`src/rtl/uart_cmd_pkg.sv`:
```
// Shared constants, FSM encoding and payload types for the UART command dispatcher.
// Build option: CMD_CHECKSUM_EN selects summed check byte instead of a fixed marker.
package uart_cmd_pkg;

    localparam logic [7:0] CMD_MODE   = 8'h01;
    localparam logic [7:0] CMD_GAIN   = 8'h02;
    localparam logic [7:0] CMD_ZONE   = 8'h03;
    localparam logic [7:0] CMD_ENABLE = 8'h04;
    localparam logic [7:0] CMD_STATUS = 8'h05;

    localparam logic [7:0] ERR_OK      = 8'h00;
    localparam logic [7:0] ERR_UNKNOWN = 8'h01;
    localparam logic [7:0] ERR_LEN     = 8'h02;
    localparam logic [7:0] ERR_CHECK   = 8'h03;
    localparam logic [7:0] ERR_RANGE   = 8'h04;

    localparam logic [7:0] FRAME_HEADER = 8'h40;
    localparam logic [7:0] FRAME_TAIL   = 8'hBC;
    localparam logic [7:0] NACK         = 8'hEE;
    localparam logic [7:0] ACK_FLAG     = 8'h80;

    localparam logic [1:0] MODE_OFF    = 2'd0;
    localparam logic [1:0] MODE_GLOBAL = 2'd1;
    localparam logic [1:0] MODE_LOCAL  = 2'd2;

    localparam int unsigned STATE_W = 3;

    typedef enum logic [STATE_W-1:0] {
        S_IDLE, S_CHECK, S_EXEC, S_R_HDR, S_R_CODE, S_R_STAT, S_R_TAIL
    } state_t;

    typedef struct packed {
        logic [7:0]  code;
        logic [7:0]  len;
        logic [31:0] params;
        logic [7:0]  check;
    } cmd_t;

    typedef struct packed {
        logic [1:0]  mode;
        logic [15:0] gain;
        logic [7:0]  zone_x;
        logic [7:0]  zone_y;
        logic        dim_en;
    } cfg_t;

    // Expected frame length per command; zero marks an unknown code.
    function automatic logic [7:0] cmd_len(input logic [7:0] code);
        case (code)
            CMD_MODE:   return 8'd2;
            CMD_GAIN:   return 8'd3;
            CMD_ZONE:   return 8'd3;
            CMD_ENABLE: return 8'd2;
            CMD_STATUS: return 8'd1;
            default:    return 8'd0;
        endcase
    endfunction

endpackage

```
`src/rtl/cfg_shadow_regs.sv`:
```
// Shadow/active configuration pairs; shadow is promoted to active on a vsync rising edge.
module cfg_shadow_regs
    import uart_cmd_pkg::*;
#(
    parameter logic [7:0]  DEF_ZONE_X = 8'd8,
    parameter logic [7:0]  DEF_ZONE_Y = 8'd8,
    parameter logic [15:0] DEF_GAIN   = 16'h0100
) (
    input  logic        clk,
    input  logic        rst_n,
    input  logic        vs_in,
    input  logic        wr_en,
    input  logic [7:0]  wr_code,
    input  logic [15:0] wr_data,
    output logic [1:0]  shadow_mode,
    output logic        shadow_dim_en,
    output logic        pending,
    output logic        cfg_update,
    output logic [1:0]  mode,
    output logic [15:0] gain,
    output logic [7:0]  zone_x,
    output logic [7:0]  zone_y,
    output logic        dim_en
);

    localparam cfg_t CFG_RESET = '{mode: MODE_GLOBAL, gain: DEF_GAIN, zone_x: DEF_ZONE_X,
                                   zone_y: DEF_ZONE_Y, dim_en: 1'b0};

    cfg_t shadow_q, shadow_d, active_q;
    logic vs_q;
    logic vs_rise;

    assign vs_rise = vs_in & ~vs_q;

    always_comb begin
        shadow_d = shadow_q;
        if (wr_en) begin
            case (wr_code)
                CMD_MODE:   shadow_d.mode   = wr_data[1:0];
                CMD_GAIN:   shadow_d.gain   = wr_data;
                CMD_ZONE: begin
                    shadow_d.zone_x = wr_data[7:0];
                    shadow_d.zone_y = wr_data[15:8];
                end
                CMD_ENABLE: shadow_d.dim_en = wr_data[0];
                default: ;
            endcase
        end
    end

    // Active copies the pre-write shadow; a simultaneous write keeps pending set.
    always_ff @(posedge clk or negedge rst_n) begin
        if (!rst_n) begin
            shadow_q   <= CFG_RESET;
            active_q   <= CFG_RESET;
            pending    <= 1'b0;
            cfg_update <= 1'b0;
            vs_q       <= 1'b0;
        end else begin
            vs_q       <= vs_in;
            shadow_q   <= shadow_d;
            cfg_update <= vs_rise & pending;
            pending    <= wr_en | (pending & ~vs_rise);
            if (vs_rise && pending) begin
                active_q <= shadow_q;
            end
        end
    end

    assign shadow_mode   = shadow_q.mode;
    assign shadow_dim_en = shadow_q.dim_en;
    assign mode          = active_q.mode;
    assign gain          = active_q.gain;
    assign zone_x        = active_q.zone_x;
    assign zone_y        = active_q.zone_y;
    assign dim_en        = active_q.dim_en;

endmodule

```
`src/rtl/uart_cmd_dispatcher.sv`:
```
// Validates decoded UART command frames, updates dimming config and returns a 4-byte ACK/NACK.
// Build option: CMD_CHECKSUM_EN (check byte = len + code + param bytes, else fixed 8'hBC).
module uart_cmd_dispatcher
    import uart_cmd_pkg::*;
#(
    parameter int unsigned MAX_ZONE_X = 16,
    parameter int unsigned MAX_ZONE_Y = 16,
    parameter int unsigned DEF_ZONE_X = 8,
    parameter int unsigned DEF_ZONE_Y = 8,
    parameter logic [15:0] DEF_GAIN   = 16'h0100
) (
    input  logic        clk,
    input  logic        rst_n,
    input  logic        i_cmd_valid,
    input  logic [7:0]  i_cmdcode,
    input  logic [7:0]  i_cmd_len,
    input  logic [31:0] i_para_list,
    input  logic [7:0]  i_check,
    input  logic        vs_in,
    output logic [7:0]  o_tx_data,
    output logic        o_tx_valid,
    input  logic        i_tx_ready,
    output logic [1:0]  o_mode,
    output logic [15:0] o_gain,
    output logic [7:0]  o_zone_x,
    output logic [7:0]  o_zone_y,
    output logic        o_dim_en,
    output logic        o_cfg_update,
    output logic [7:0]  o_drop_cnt,
    output logic        o_busy
);

    localparam logic [7:0] MAX_X    = 8'(MAX_ZONE_X);
    localparam logic [7:0] MAX_Y    = 8'(MAX_ZONE_Y);
    localparam logic [7:0] DROP_MAX = 8'hFF;

    state_t     state_q, state_d;
    cmd_t       cmd_q;
    logic [7:0] err_q, err_c, stat_q, check_ref, exp_len, b0, b1;
    logic [7:0] tx_data_d, drop_q;
    logic       tx_valid_d, busy_q, wr_en;
    logic [1:0] shadow_mode;
    logic       shadow_dim_en, pending;

    assign b0      = cmd_q.params[7:0];
    assign b1      = cmd_q.params[15:8];
    assign exp_len = cmd_len(cmd_q.code);

`ifdef CMD_CHECKSUM_EN
    // Sum covers len, code and the len-1 parameter bytes actually carried.
    always_comb begin
        check_ref = cmd_q.len + cmd_q.code;
        for (int i = 0; i < 4; i++) begin
            if (32'(i) + 32'd1 < 32'(cmd_q.len)) begin
                check_ref = check_ref + cmd_q.params[8*i +: 8];
            end
        end
    end
`else
    logic unused_params;
    assign check_ref     = FRAME_TAIL;
    assign unused_params = ^cmd_q.params[31:16];
`endif

    always_comb begin
        err_c = ERR_OK;
        if (cmd_q.check != check_ref) begin
            err_c = ERR_CHECK;
        end else if (exp_len == 8'd0) begin
            err_c = ERR_UNKNOWN;
        end else if (cmd_q.len != exp_len) begin
            err_c = ERR_LEN;
        end else if ((cmd_q.code == CMD_MODE && b0[1:0] == 2'd3) ||
                     (cmd_q.code == CMD_ZONE &&
                      (b0 == 8'd0 || b0 > MAX_X || b1 == 8'd0 || b1 > MAX_Y))) begin
            err_c = ERR_RANGE;
        end
    end

    assign wr_en = (state_q == S_EXEC) && (err_q == ERR_OK) && (cmd_q.code != CMD_STATUS);

    always_comb begin
        state_d = state_q;
        case (state_q)
            S_IDLE:   if (i_cmd_valid) state_d = S_CHECK;
            S_CHECK:  state_d = S_EXEC;
            S_EXEC:   state_d = S_R_HDR;
            S_R_HDR:  if (i_tx_ready) state_d = S_R_CODE;
            S_R_CODE: if (i_tx_ready) state_d = S_R_STAT;
            S_R_STAT: if (i_tx_ready) state_d = S_R_TAIL;
            S_R_TAIL: if (i_tx_ready) state_d = S_IDLE;
            default:  state_d = S_IDLE;
        endcase
    end

    // Response byte for the upcoming state, registered so it holds through a stall.
    always_comb begin
        tx_valid_d = 1'b0;
        tx_data_d  = 8'h00;
        case (state_d)
            S_R_HDR:  begin tx_valid_d = 1'b1; tx_data_d = FRAME_HEADER; end
            S_R_CODE: begin
                tx_valid_d = 1'b1;
                tx_data_d  = (err_q == ERR_OK) ? (cmd_q.code | ACK_FLAG) : NACK;
            end
            S_R_STAT: begin tx_valid_d = 1'b1; tx_data_d = stat_q; end
            S_R_TAIL: begin tx_valid_d = 1'b1; tx_data_d = FRAME_TAIL; end
            default: ;
        endcase
    end

    always_ff @(posedge clk or negedge rst_n) begin
        if (!rst_n) begin
            state_q    <= S_IDLE;
            cmd_q      <= '0;
            err_q      <= ERR_OK;
            stat_q     <= 8'h00;
            o_tx_valid <= 1'b0;
            o_tx_data  <= 8'h00;
            busy_q     <= 1'b0;
            drop_q     <= 8'h00;
        end else begin
            state_q    <= state_d;
            o_tx_valid <= tx_valid_d;
            o_tx_data  <= tx_data_d;
            busy_q     <= (state_d != S_IDLE);
            if (state_q == S_IDLE && i_cmd_valid) begin
                cmd_q <= '{code: i_cmdcode, len: i_cmd_len, params: i_para_list, check: i_check};
            end
            if (state_q == S_CHECK) begin
                err_q <= err_c;
            end
            if (state_q == S_EXEC) begin
                if (err_q != ERR_OK) begin
                    stat_q <= err_q;
                end else if (cmd_q.code == CMD_STATUS) begin
                    stat_q <= {shadow_dim_en, shadow_mode, pending, (drop_q != 8'h00), 3'b000};
                end else begin
                    stat_q <= 8'h00;
                end
            end
            if (i_cmd_valid && busy_q && drop_q != DROP_MAX) begin
                drop_q <= drop_q + 8'd1;
            end
        end
    end

    cfg_shadow_regs #(
        .DEF_ZONE_X (8'(DEF_ZONE_X)),
        .DEF_ZONE_Y (8'(DEF_ZONE_Y)),
        .DEF_GAIN   (DEF_GAIN)
    ) u_cfg (
        .clk           (clk),
        .rst_n         (rst_n),
        .vs_in         (vs_in),
        .wr_en         (wr_en),
        .wr_code       (cmd_q.code),
        .wr_data       (cmd_q.params[15:0]),
        .shadow_mode   (shadow_mode),
        .shadow_dim_en (shadow_dim_en),
        .pending       (pending),
        .cfg_update    (o_cfg_update),
        .mode          (o_mode),
        .gain          (o_gain),
        .zone_x        (o_zone_x),
        .zone_y        (o_zone_y),
        .dim_en        (o_dim_en)
    );

    assign o_drop_cnt = drop_q;
    assign o_busy     = busy_q;

endmodule

```
`config.mk`:
```
export PLATFORM = sky130hd
export DESIGN_NAME = uart_cmd_dispatcher
export DESIGN_NICKNAME = d
export VERILOG_FILES = /design/src/rtl/uart_cmd_pkg.sv /design/src/rtl/cfg_shadow_regs.sv /design/src/rtl/uart_cmd_dispatcher.sv
export SDC_FILE = /design/constraint.sdc
export NUM_CORES = 1
export LEC_CHECK = 0
export CORE_UTILIZATION = 25
export CTS_CLUSTER_SIZE = 20
export DETAILED_ROUTE_END_ITERATION = 10
export PLACE_DENSITY_LB_ADDON = 0.2
export SYNTH_ARGS = -nofsm -noshare
export SYNTH_HDL_FRONTEND = slang
export SYNTH_SLANG_ARGS = --single-unit
export TNS_END_PERCENT = 30
```
`constraint.sdc`:
```
create_clock -name clk -period 4.4 [get_ports clk]
set_input_delay 0.88 -clock clk [delete_from_list [all_inputs] [get_ports clk]]
set_output_delay 0.88 -clock clk [all_outputs]
set_load 0.02 [all_outputs]
```
==> results of run 1 <==
## state kept, by name, indices dropped and copies added (netlist names), 2 cells and up
signal / cells
b0: 8
b1: 8
cmd_q: 24
err_q: 3
o_drop_cnt: 8
o_tx_data: 8
stat_q: 8
state_q: 3
u_cfg.gain: 16
u_cfg.mode: 2
u_cfg.shadow_mode: 2
u_cfg.shadow_q: 32
u_cfg.zone_x: 8
u_cfg.zone_y: 8
## report_power, final
part	switching [mW]	total (mW)	internal (mW)
combinational	0.461	0.989	0.528
sequential	0.362	1.99	1.62
clock	0.545	1.49	0.947
total	1.37	4.47	3.10
## path summary, 6_finish.rpt
kind / end / slack [ns] / depth (start not counted)
max: u_cfg.gain[14] / 1.73 / 7
min: u_cfg.mode[0] / 0.46 / 2
max reg2reg: u_cfg.shadow_q[10] / 1.86 / 4
min reg2reg: u_cfg.mode[0] / 0.46 / 2
max in group asynchronous: u_cfg.shadow_q[12] / 2.88 / 2
min in group asynchronous: cmd_q[6] / 0.56 / 1
## critical path, cell delays in order
cell	delay [ns]
clkdlybuf4s50_1	0.49
nand3b_1	0.13
buf_4	0.39
clkinv_1	0.53
buf_4	0.39
nand2_1	0.10
nand2_1	0.05
## layer usage
| layer | vias to the layer above | track usage |
|---|---|---|
| met5 | - | 0 |
| met4 | 0 | 0.0462 |
| met3 | 16 | 0.0338 |
| met2 | 79 | 0.197 |
| met1 | 2000 | 0.164 |
| li1 | 1911 | - |
## layout make-up
type                    count  area (sq um)
flip-flops and latches    145          3640
inverters                  10          37.5
fillers                  2359         15600
repair buffers            103          1020
well taps                 319           399
multi-input cells         315          2210
clock buffers              22           484
clock inverters             8           128
## logic make-up after synthesis
group	Yosys count
multiplexers	75
XOR/XNOR	9
buffers and inverters	32
adder cells (fa/ha/maj)	2
flip-flops	145
AND/OR/NAND/NOR	192
AO/OA/AOI/OAI	37
## cells in the mapped netlist (all sizes together) (3+ instances only)
| cell | number |
|---|---|
| o21ai | 6 |
| nand2 | 122 |
| buf | 11 |
| clkbuf | 11 |
| or4 | 3 |
| a22o | 7 |
| a221o | 5 |
| nor3 | 7 |
| xor2 | 6 |
| nor4 | 8 |
| nand3 | 7 |
| and4b | 4 |
| nor4bb | 4 |
| mux2 | 74 |
| nor2 | 14 |
| a21oi | 3 |
| inv | 9 |
| xnor2 | 3 |
| dfrtp | 137 |
| nand4 | 6 |
| nand2b | 6 |
| dfstp | 8 |
==> impl_results.md, run 1 <==
- Final hold slack: 0.461 ns
- Routed Antenna Nets: 0
- Critical Path AT: 2.98 ns
- First-pass GRT wire length: 23,300 um
- Area delta synth->final: 32.3%
- Die outline width: 157 um
- Mapped Area: 5990 sq um
- VDD IR-drop max: 0.000198 V
- Diode count: 0
- Design Power: 4.47 mW
- Largest family of logic cells by synthesized area: simple AND/OR/NAND/NOR gates
- Commonest non-fill, non-tap cell in the layout: dfrtp_1
- Wire per inst: 15.3 um
- Final setup fails: 0
- Number of global-route vias before repair: 4,224
- Post-Route WL: 14,100 um
- Core Area: 23,500 sq um
- R2r startpoint: state_q[1]
- Top Ports: 115
- Gr usage total: 0.125
- Final clock skew: 0.00870 ns
- XOR/XNOR share of the synthesized area: 0.0132
- Top FF cell, synth: dfrtp_1
- Clk_lat worst skew: 0.42 ns
- FMAX: 374 MHz
- Initial antenna violation count: 0
- Synth Register Bits: 145
- Met2 WL: 6610 um
- Most frequent cells in the layout: dfrtp_1, nand2_1, clkdlybuf4s50_1
- Mapped Avg Cell Area: 12.2 sq um
- Largest net degree at the start of global routing: 103
- Post-synthesis compound-gate area fraction: 0.0497
- Die Y: 157 um
- Post-DP HPWL: 9710 um
- Leading post-synthesis cells by cell area: dfrtp_1, mux2_2, nand2_1
- FP Rows: 56
- Congestion Overflow GR: 0
- Slew headroom: 0.278
- CTS Buf Count: 17
- Cells after DPL: 892
- Synth cell types: 51
- Post-synthesis mux area share: 0.141
- Initial core utilization: 0.255
- Setup TNS: 0 ns
- Simple logic cell fraction of the synthesized area: 0.160
- Final Cell Area: 7920 sq um
- RSZ-0062 raised after global routing: false
- Die area: 24,600 sq um
- CP Capture Type: flop
- Post-layout min period: 2.67 ns
- CP required: 4.71 ns
- CP startpoint kind: input port
- Worst Hold Class: flop to flop
- Vias per cell: 4.34
- CTS tree: done
- PostCTS Resize Cnt: 0
- Metal3 WL: 599 um
- Fin util: 0.337
- Lkg Pwr: 3.55 nW
- Syn_nets: 555
- Initial DRC Count: 126
- RePlAce Congestion: 0.707
- Max-slew violation count: 0
- Power density cells: 564 nW/um^2
- Via count: 4,006
- Worst Setup SP: vs_in
- Hold Startpoint: u_cfg.mode[0]
- H-tree levels: 4
- Setup WS post-layout: 1.73 ns
- Warnings from Yosys: 0
- Postcts setup bufs: 0
- DRC: 0
- Clock transition at path regs: 0.06 ns
- Cell type with the largest total area after synthesis: dfrtp_1
- Final-stage net count: 655
- I/O Buffers: 98
- Post-synthesis sequential area ratio: 0.608
- Synth Area in Adders: 0.00418
- Sink Count: 145
- Post-synth EDFFs: 0
- Top routing layer used: met4
- Crit Path Max Fanout: 36
- Worst Path Class, Setup: input port to flop
- Placed instance area: 7310 sq um
- Final Hold Vio Count: 0
- Fraction of layout cells with a size suffix above 1: 0.211
- Clk buf depth: 2
- Final period util: 0.608
- Worst-Margin Slew: 1.07 ns
- Routed met1 length: 6730 um
- Pre-CTS setup slack: 1.15 ns
- Hold-fix buffers, CTS: 0
- Status: complete, no violations
- Final Non-Filler Cells: 922
- Root Buffer: clkbuf_16
- Pre-antenna DRT Iters: 4
- Mapped Cells: 492
- MaxCap Viol Count: 0
- Top-area cell type share of the netlist area: 0.573
- Post-synthesis async set-or-reset flop share: 1.00
No activity file was read; power rests on OpenSTA's default activity.
==> inputs of run 2 (changes only) <==
clock period = 2.41 ns   (was 4.4 ns; I/O delays follow)
==> impl_results.md, run 2 (same netlist as run 1, synthesis figures left out) <==
- Worst Setup SP: cmd_q[52]
- Critical Path AT: 2.35 ns (-0.63 ns)
- Hold Startpoint: u_cfg.shadow_q[25]
- Vias per cell: 4.40 (+1.2%)
- Area delta synth->final: 35.4%
- Core Area: 23,500 sq um (unchanged)
- Wire per inst: 15.3 um (about the same)
- RSZ-0062 raised after global routing: false
- Clk buf depth: 2 (unchanged)
- CP Capture Type: flop
- R2r startpoint: cmd_q[52]
- First-pass GRT wire length: 23,900 um (+2.7%)
- Worst-Margin Slew: 0.567 ns (-0.508 ns)
- FP Rows: 56 (unchanged)
- Initial DRC Count: 151 (+20%)
- Root Buffer: clkbuf_16
- Final period util: 0.851
- Initial antenna violation count: 0 (unchanged)
- Fillers: 2,338 (-0.89%)
- CTS tree: done
- PostCTS Resize Cnt: 0 (unchanged)
- CP required: 2.71 ns (-2.00 ns)
- Final-stage net count: 671 (+2.4%)
- RePlAce Congestion: 0.738 (+4.3%)
- Die area: 24,600 sq um (unchanged)
- Design Power: 8.50 mW (+90%)
- Die Y: 157 um (unchanged)
- Post-layout min period: 2.05 ns
- Placed instance area: 7450 sq um (+1.9%)
- Clock transition at path regs: 0.06 ns (about the same)
- Status: complete, no violations
- Slowest stage delay, CP: 0.44 ns (-0.09 ns)
- Congestion Overflow GR: 0 (unchanged)
- Clk_lat worst skew: 0.42 ns (about the same)
- Final Cell Area: 8110 sq um (+2.4%)
- H-tree levels: 4 (unchanged)
- Routed Antenna Nets: 0 (unchanged)
- Final setup fails: 0 (unchanged)
- Power density cells: 1050 nW/um^2 (+86%)
- Clk pwr share: 0.343 (+0.009)
- Worst Path Class, Setup: flop to flop
- Fraction of layout cells with a size suffix above 1: 0.230 (+0.0197)
- Lkg Pwr: 3.65 nW (+2.9%)
- Gr usage total: 0.128 (+0.00281)
- Initial core utilization: 0.255 (unchanged)
- Reg with most FFs: u_cfg.shadow_q
- Worst path cell trace: nor4_4, nand4_2, nor4_4, buf_4, mux2_2
- Max-slew violation count: 0 (unchanged)
- Fin util: 0.345 (+0.00800)
- Largest net degree at the start of global routing: 47 (-54%)
- Via count: 4,132 (+3.1%)
- CP max stage cell: dfrtp_1
- Worst Hold Class: flop to flop
- FMAX: 488 MHz
- Most frequent cells in the layout: dfrtp_1, nand2_1, clkdlybuf4s50_1
- Top Ports: 115 (unchanged)
- Commonest non-fill, non-tap cell in the layout: dfrtp_1
- MaxCap Viol Count: 0 (unchanged)
- Internal power: 5.91 mW (+91%)
- Switching power: 2.59 mW (+89%)
- Post-DP HPWL: 10,100 um (+4.5%)
- Die outline width: 157 um (unchanged)
- Critical path's most frequent cell: nor4_4
- Pre-antenna DRT Iters: 4 (unchanged)
- Power share of the sequential group: 0.418 (-0.027)
- VDD IR-drop max: 0.000420 V (+110%)
- Post-Route WL: 14,400 um (+2.0%)
- DRC: 0 (unchanged)
- Sink Count: 145 (unchanged)
- Setup TNS: 0 ns (unchanged)
- CP startpoint kind: flop
- Final clock skew: 0.00973 ns (+0.00103 ns)
- Combinational power share: 0.239 (+0.018)
- Diode count: 0 (unchanged)
- Final Hold Vio Count: 0 (unchanged)
- Largest register FFs: 32 (unchanged)
- Number of global-route vias before repair: 4,371 (+3.5%)
- Switching Share: 0.304 (-0.00200)
- I/O Buffers: 98 (unchanged)
- Slew headroom: 0.613 (+0.334)
- CTS Buf Count: 17 (unchanged)
- Crit Path Max Fanout: 16 (-56%)
[run 2: cell types whose count changed in the layout (fill, tap and decap cells not counted)]
cell	previous run	this run
clkbuf_8	4	1
clkbuf_1	1	2
buf_4	5	18
inv_6	1	2
bufinv_16	3	5
dlygate4sd3_1	0	1
clkinv_4	1	2
buf_12	0	2
[run 2: final timing paths]
kind                                       to  slack, ns  depth (start not counted)
max                         u_cfg.shadow_q[7]       0.36                          5
min                             u_cfg.gain[8]       0.45                          2
min in group asynchronous            cmd_q[6]       0.54                          2
max in group asynchronous  u_cfg.shadow_q[25]       1.19                          3
min reg2reg                     u_cfg.gain[8]       0.45                          2
max reg2reg                 u_cfg.shadow_q[7]       0.36                          5
[run 2: critical path, delay by kind of cell (launching register included)]
kind                   cells  cell delay [ns]
and+or+nand+nor            3             0.82
muxes                      1             0.37
DFF                        1             0.44
buffers and inverters      1             0.30
[run 2: power by group through the flow]
stage / logic, mW / registers (mW) / clock network [mW]
final: 2.03 / 3.55 / 2.91
after global routing: 2.22 / 3.66 / 3.11
after CTS: 2.06 / 3.56 / 2.99
after detailed placement: 2.06 / 3.60 / 0
after global placement: 2.00 / 3.58 / 0
after floorplan: 1.24 / 3.48 / 0
[run 2: repair_timing]
| action | 4_1_cts | 5_1_grt |
|---|---|---|
| endpoints found under the setup margin | 0 | 0 |
| hold endpoints to repair | 36 | 0 |
| hold buffers | 1 | 0 |
| setup buffers | 0 | 0 |
[run 2: cell type report]
class	count	area, sq um	area share
Multi-Input combinational cell	315	2210	0.273
Clock buffer	20	447	0.0551
Timing Repair Buffer	119	1170	0.144
Inverter	10	37.5	0.00463
Tap cell	319	399	0.0492
Sequential cell	145	3640	0.449
Clock inverter	12	205	0.0253
[run 2: per-layer routing]
layer	global-route usage	wire, um
met5	0	0
met4	0.0420	161
met3	0.0349	634
met2	0.205	6860
met1	0.167	6750
[run 2: through the flow]
step / worst slack (ns) / cells / hold WS [ns]
2_1_floorplan: 0.453 / 492 / 0.186
3_3_place_gp: 0.259 / 907 / 0.427
3_5_place_dp: 0.232 / 907 / 0.426
4_1_cts: 0.345 / 940 / 0.462
5_1_grt: 0.234 / 940 / 0.472
6_report: 0.359 / 940 / 0.454
